## src/rtl/id_ex_stage.sv

```systemverilog
// ID/EX pipeline register for the RV32I five-stage core: captures the decoded bundle,
// inserts bubbles on load-use and redirect, drives IF/ID stall/flush, counts bubbles.
module id_ex_stage #(
  parameter int unsigned XLEN  = 32,
  parameter int unsigned CNT_W = 16
) (
  input  logic              clk,
  input  logic              rst_n,
  input  logic              RegWriteD,
  input  logic              ALUSrcD,
  input  logic              MemWriteD,
  input  logic              BranchD,
  input  logic              JumpD,
  input  logic [1:0]        ResultSrcD,
  input  logic [1:0]        MemOpD,
  input  logic [3:0]        ALUControlD,
  input  logic [2:0]        funct3D,
  input  logic [XLEN-1:0]   RD1D,
  input  logic [XLEN-1:0]   RD2D,
  input  logic [XLEN-1:0]   ImmExtD,
  input  logic [XLEN-1:0]   PCD,
  input  logic [XLEN-1:0]   PCPlus4D,
  input  logic [4:0]        Rs1D,
  input  logic [4:0]        Rs2D,
  input  logic [4:0]        RdD,
  input  logic              PCSrcE,
  output logic              RegWriteE,
  output logic              ALUSrcE,
  output logic              MemWriteE,
  output logic              BranchE,
  output logic              JumpE,
  output logic [1:0]        ResultSrcE,
  output logic [1:0]        MemOpE,
  output logic [3:0]        ALUControlE,
  output logic [2:0]        funct3E,
  output logic [XLEN-1:0]   RD1E,
  output logic [XLEN-1:0]   RD2E,
  output logic [XLEN-1:0]   ImmExtE,
  output logic [XLEN-1:0]   PCE,
  output logic [XLEN-1:0]   PCPlus4E,
  output logic [4:0]        Rs1E,
  output logic [4:0]        Rs2E,
  output logic [4:0]        RdE,
  output logic              ValidE,
  output logic              StallF,
  output logic              StallD,
  output logic              FlushD,
  output logic [CNT_W-1:0]  BubbleCnt
);

  localparam logic [1:0] RES_LOAD = 2'b01;

  typedef struct packed {
    logic            reg_write;
    logic            alu_src;
    logic            mem_write;
    logic            branch;
    logic            jump;
    logic [1:0]      result_src;
    logic [1:0]      mem_op;
    logic [3:0]      alu_control;
    logic [2:0]      funct3;
    logic [XLEN-1:0] rd1;
    logic [XLEN-1:0] rd2;
    logic [XLEN-1:0] imm_ext;
    logic [XLEN-1:0] pc;
    logic [XLEN-1:0] pc_plus4;
    logic [4:0]      rs1;
    logic [4:0]      rs2;
    logic [4:0]      rd;
  } id_ex_t;

  id_ex_t           ex_d, ex_q;
  logic             valid_d, valid_q;
  logic [CNT_W-1:0] cnt_d, cnt_q;
  logic             lw_stall;
  logic             flush_e;

  // Hazard detection and next-state of the EX register and bubble counter
  always_comb begin
    lw_stall = valid_q && (ex_q.result_src == RES_LOAD) && (ex_q.rd != 5'd0) &&
               ((ex_q.rd == Rs1D) || (ex_q.rd == Rs2D));
    flush_e  = lw_stall || PCSrcE;
    ex_d     = '0;
    valid_d  = 1'b0;
    cnt_d    = cnt_q;
    if (!flush_e) begin
      ex_d.reg_write   = RegWriteD;
      ex_d.alu_src     = ALUSrcD;
      ex_d.mem_write   = MemWriteD;
      ex_d.branch      = BranchD;
      ex_d.jump        = JumpD;
      ex_d.result_src  = ResultSrcD;
      ex_d.mem_op      = MemOpD;
      ex_d.alu_control = ALUControlD;
      ex_d.funct3      = funct3D;
      ex_d.rd1         = RD1D;
      ex_d.rd2         = RD2D;
      ex_d.imm_ext     = ImmExtD;
      ex_d.pc          = PCD;
      ex_d.pc_plus4    = PCPlus4D;
      ex_d.rs1         = Rs1D;
      ex_d.rs2         = Rs2D;
      ex_d.rd          = RdD;
      valid_d          = 1'b1;
    end
    // Counter saturates at all-ones; a redirect does not suppress the count
    if (lw_stall && (cnt_q != {CNT_W{1'b1}})) begin
      cnt_d = cnt_q + CNT_W'(1);
    end
  end

  always_ff @(posedge clk or negedge rst_n) begin
    if (!rst_n) begin
      ex_q    <= '0;
      valid_q <= 1'b0;
      cnt_q   <= '0;
    end else begin
      ex_q    <= ex_d;
      valid_q <= valid_d;
      cnt_q   <= cnt_d;
    end
  end

  // A redirect overrides the stall so the PC can take the branch target
  assign StallF = lw_stall & ~PCSrcE;
  assign StallD = lw_stall & ~PCSrcE;
  assign FlushD = PCSrcE;

  assign RegWriteE   = ex_q.reg_write;
  assign ALUSrcE     = ex_q.alu_src;
  assign MemWriteE   = ex_q.mem_write;
  assign BranchE     = ex_q.branch;
  assign JumpE       = ex_q.jump;
  assign ResultSrcE  = ex_q.result_src;
  assign MemOpE      = ex_q.mem_op;
  assign ALUControlE = ex_q.alu_control;
  assign funct3E     = ex_q.funct3;
  assign RD1E        = ex_q.rd1;
  assign RD2E        = ex_q.rd2;
  assign ImmExtE     = ex_q.imm_ext;
  assign PCE         = ex_q.pc;
  assign PCPlus4E    = ex_q.pc_plus4;
  assign Rs1E        = ex_q.rs1;
  assign Rs2E        = ex_q.rs2;
  assign RdE         = ex_q.rd;
  assign ValidE      = valid_q;
  assign BubbleCnt   = cnt_q;

endmodule

```

## config.mk

```make
export PLATFORM = sky130hd
export DESIGN_NAME = id_ex_stage
export DESIGN_NICKNAME = d
export VERILOG_FILES = /design/src/rtl/id_ex_stage.sv
export SDC_FILE = /design/constraint.sdc
export NUM_CORES = 1
export LEC_CHECK = 0
export CORE_AREA = 3 3 157 159
export CTS_CLUSTER_SIZE = 25
export DETAILED_ROUTE_END_ITERATION = 8
export DIE_AREA = 0 0 160 162
export DONT_BUFFER_PORTS = 1
export PLACE_DENSITY = 0.47
export SKIP_CTS_REPAIR_TIMING = 1
export SYNTH_ARGS = -nofsm -noshare
export SYNTH_HDL_FRONTEND = slang
export SYNTH_SLANG_ARGS = --single-unit
```

## constraint.sdc

```tcl
create_clock -name clk -period 3.8 [get_ports clk]
set_input_delay 0.76 -clock clk [delete_from_list [all_inputs] [get_ports clk]]
set_output_delay 0.76 -clock clk [all_outputs]
set_load 0.01 [all_outputs]
```

# Word level (Yosys, flattened, before mapping)
# Index checks and enable logic that the tools add are counted.
classes:
  n_bitwise: 2
  n_reduce_logical: 7
  add_sub_neg: 1
  mux: 2
  eq_ne: 4
op_table:
  columns: ["operator", "count"]
  rows:
  - ["$mux W191", 1]
  - ["$add A16 B1 Y16 const B", 1]
  - ["$ne A16 B16 Y1 const B", 1]
  - ["$eq A5 B5 Y1", 2]
  - ["$reduce_bool A5 Y1", 1]
  - ["$logic_and A1 B1 Y1", 4]
  - ["$eq A2 B1 Y1 const B", 1]
  - ["$logic_or A1 B1 Y1", 2]
  - ["$and A1 B1 Y1", 1]
  - ["$mux W1", 1]
  - ["$not A1 Y1", 1]
totals:
  reg_bits: 208
  output_inout_bits: 211
  wordCells: 35

# Depth between registers and ports, before layout
depth:
  ltp_word: 6
  depth_mapped: 7
  mapped_depth_nobuf: 5

# Least setup slack after synthesis
# No wires, ideal clock.
synth_path:
  path_kind: "input to output"
  startpoint: "in Rs1D[4]"
  endpoint: "out StallF"
  slack_ps: 921
  arrival_ps: 2119
  path_stages: 7
  required_ps: 3040
  cell_sequence: "xnor2_1 > nand3_1 > o22ai_1 > clkbuf_1 > nand2_1 > nor2_1 > buf_4"
synth_between:
  elab_chain_len: 4
synth_lines:
  columns: ["element", "line_no", "rtl"]
  rows:
  - ["start: declaration", "23", "input logic [4:0] Rs1D,"]
  - ["$eq A5 B5 Y1", "82", "((ex_q.rd == Rs1D) || (ex_q.rd == Rs2D));"]
  - ["$logic_or A1 B1 Y1", "82", null]
  - ["$logic_and A1 B1 Y1", "81", "lw_stall = valid_q && (ex_q.result_src == RES_LOAD) && (ex_q.rd != 5'd0) &&"]
  - ["$and A1 B1 Y1", null, null]
  - ["end: declaration", "45", "output logic StallF,"]
# Every way passes these cells.

# Worst setup path in the final report
layout_path:
  startpoint: "reg ex_q (netlist bit RdE[0])"
  endpoint: "out StallF"
layout_between:
  elab_chain_len: 4
  word_cells_on_any_way: 7
layout_lines:
  columns: ["element", "line_no", "rtl"]
  rows:
  - ["start: declaration", "73", "id_ex_t ex_d, ex_q;"]
  - ["start signal: assignment", "115", "ex_q <= '0;"]
  - ["start signal: assignment", "119", "ex_q <= ex_d;"]
  - ["$eq A5 B5 Y1 or $reduce_bool A5 Y1 (tied branches)", "82, 81", null]
  - ["$logic_or A1 B1 Y1 or $logic_and A1 B1 Y1 (tied branches)", "82, 81", null]
  - ["$logic_and A1 B1 Y1 *", "81", null]
  - ["$and A1 B1 Y1 *", null, null]
# Every way passes the cells marked *; elsewhere a longest branch is shown, timed or not.

==> metrics.txt <==
CP endpoint=StallF; unique cell type count in the Yosys netlist=26; site row count=56; Worst Hold Class=in -> async; CTS HTree Levels=1; Initial Util=0.3026; Vias/cell=4.357; CTS tree=built; Arr. time, crit path=2.15 ns; syn_area_per_cell=around 14 um2; MaxCap Viol Count=0; Worst Skew=between 0.007 and 0.008 ns; half-perimeter wire length after placement=12,410 um; Comb pwr share=0.028; gr ovfl total=0; final setup fails=0; Die H=162 um; Final Hold Viols=125; Tcrit/Tclk final=0.7655; synth warn=0; GRT Util Overall=0.1242; synthesized cell area=7082 um2; I/O Buffers=0; Starting DRT DRC Count=258; Post-synth EDFFs=0; Yosys top cell area share=0.7350; Seq/Total Area, Yosys=0.7350; Register-to-Register Setup Slack=around 1.3 ns; reg2reg start=RdE[1]; DRC=0; GP Congestion=between 0.7 and 0.8; peak supply drop=0.0002911 V; setup repair after global routing missed its margin=no; cell count of the worst reg-to-reg path=6; root buffer cell=clkbuf_16; clk sinks=around 210; hold slack=-0.04349 ns; Int Pwr=3.701 mW; layout cells sized above 1=0.07678; Yosys top cell by area=dfrtp_1; setup_tns=0 ns; status=complete, but fails checks; Slew Limit Fails=0; clock power share=0.451; largest net degree at the start of global routing=209; Final Instance Area=8105 um2; Area contributors post-synth=dfrtp_1 73%, and2_1 17%, xnor2_1 3.1%, clkbuf_2 1.3%, nand3_1 0.92%; Seq cells post-synth=208; NetSw=1.013 mW; DRT antenna net count=0; Mapped Nets=698; # nets final=700; Worst-Margin Slew=0.8730 ns; most common library cell in the layout ignoring fill and taps=dfrtp_1; Crit path required time=3.04 ns; vias in the first global route=4,123; initial antenna violation count=5; Area Overhead vs Synth=14.45%; register share of total power=0.521; Vias=~3,700; most frequent cells in the layout=208 x dfrtp_1, 191 x and2_1, 25 x xnor2_1; Sw Share=0.2149; Slew headroom=0.4180; Pleak=3.733 nW; Async SR Flop Fraction=1.000; core area=23,400 um2; element type at the critical path end=output pin; post-layout power=about 4.7 mW; first-pass GRT wire length=25,130 um; Peak Freq=around 0.34 GHz; Filler cells=2,305; Cell Pwr Density=581.6 nW/um2; cell count after synthesis=503; drt first pass iters=4; critical path startpoint=RdE[0]; num ports=405; wire per inst=20.31 um; largest fanout on the critical path=17; clock buffer depth=3; dominant register cell in the synthesized netlist=dfrtp_1; CTS clock-pin slew for the worst setup and hold paths=around 0.06 ns; Reg-to-Reg End=PCPlus4E[21]; crit path time final=2.909 ns; failing checks=hold timing; Die Wd=160 um; Placed Area=7371 um2; Die ar.=25,920 um2; total routed wirelength=17,080 um; cts bufs inserted=22; Setup Crit Path Kind=reg -> out; Clk Latency, worst-skew pair=between 0.4 and 0.5 ns; type of origin of the critical path=register
## area by class of cell
type,instances,area [um2],area share
timing repair buffer,3,22.52,0.002779
multi-input combinational,268,1737,0.2143
antenna,1,2.502,0.0003087
inverter,2,7.507,0.0009262
clock buffer,33,643.1,0.07935
clock inverter,7,88.84,0.01096
sequential,208,5205,0.6422
tap,319,399.1,0.04924
## layer usage
layer  part of all wire  GRT usage  vias to the layer above
met2               0.52     0.2270                      253
met3               0.13    0.06274                       35
met1               0.33     0.1232                     1800
met4              0.021    0.03826                        8
met5             0.0032          0                        -
li1                   -          -                     1568
## cells by family (layout without fill, tap and decap cells)
| family | count (synthesis) | in the layout | share of synthesized area |
|---|---|---|---|
| AOI/OAI and AO/OA | 4 | 4 | 0.004946 |
| and+or+nand+nor | 237 | 237 | 0.2049 |
| DFF | 208 | 208 | 0.7350 |
| adders and majority gates | 1 | 1 | 0.001767 |
| other | 0 | 1 | 0 |
| buffers and inverters | 27 | 45 | 0.02085 |
| xor gates and xnor gates | 25 | 25 | 0.03092 |
| muxes | 1 | 1 | 0.001590 |
## state kept, by name, indices dropped and copies added, names as in the netlist, 2 cells and up
signal       cells
ImmExtE         32
PCE             32
PCPlus4E        32
RD1E            32
RD2E            32
BubbleCnt       16
RdE              5
Rs1E             5
Rs2E             5
ALUControlE      4
funct3E          3
MemOpE           2
ResultSrcE       2
## worst max-delay path, cell delays in order (launching register included)
cell	delay, ns
dfrtp_1	0.48
xnor2_1	0.20
nand3_1	0.09
o22ai_1	0.22
buf_4	0.27
nand2_1	0.07
nor2_1	0.33
## through the flow
step	hold WS (ns)	instances	util	setup slack, ns
after floorplan	0.4644	503	-	0.9210
after global placement	0.4702	800	0.3150	1.137
after detailed placement	0.4695	800	0.3150	1.174
after CTS	-0.06584	840	0.3462	0.8510
after global routing	-0.07866	840	0.3462	0.7071
final	-0.04349	841	0.3463	0.8911
## power groups by stage
stage          clock network (mW)  registers (mW)  logic, mW
5_1_grt                      2.32            2.46      0.151
6_report                     2.13            2.45      0.131
3_3_place_gp                    0            2.50      0.128
2_1_floorplan                   0            2.46      0.118
3_5_place_dp                    0            2.50      0.136
4_1_cts                      2.22            2.46      0.135
## cell usage after synthesis (all sizes together) (2+ instances only)
cell type,n
a21oi,2
and2,191
nand3b,2
and3,5
dfrtp,208
nand4,7
and4,4
xnor2,25
nand2,7
nor2,5
clkbuf,20
inv,2
buf,5
nand3,13
## worst min path at each step
stage | cells after the start | from | to | slack (ns)
floorplan | 0 | rst_n | ALUControlE[0] | 0.46
detailed placement | 0 | rst_n | RD2E[5] | 0.47
global placement | 0 | rst_n | RD2E[5] | 0.47
finish | 0 | rst_n | RD2E[5] | -0.04
global route | 0 | rst_n | RD2E[5] | -0.08
CTS | 0 | rst_n | BubbleCnt[11] | -0.07
No activity file was read; power rests on OpenSTA's default activity.
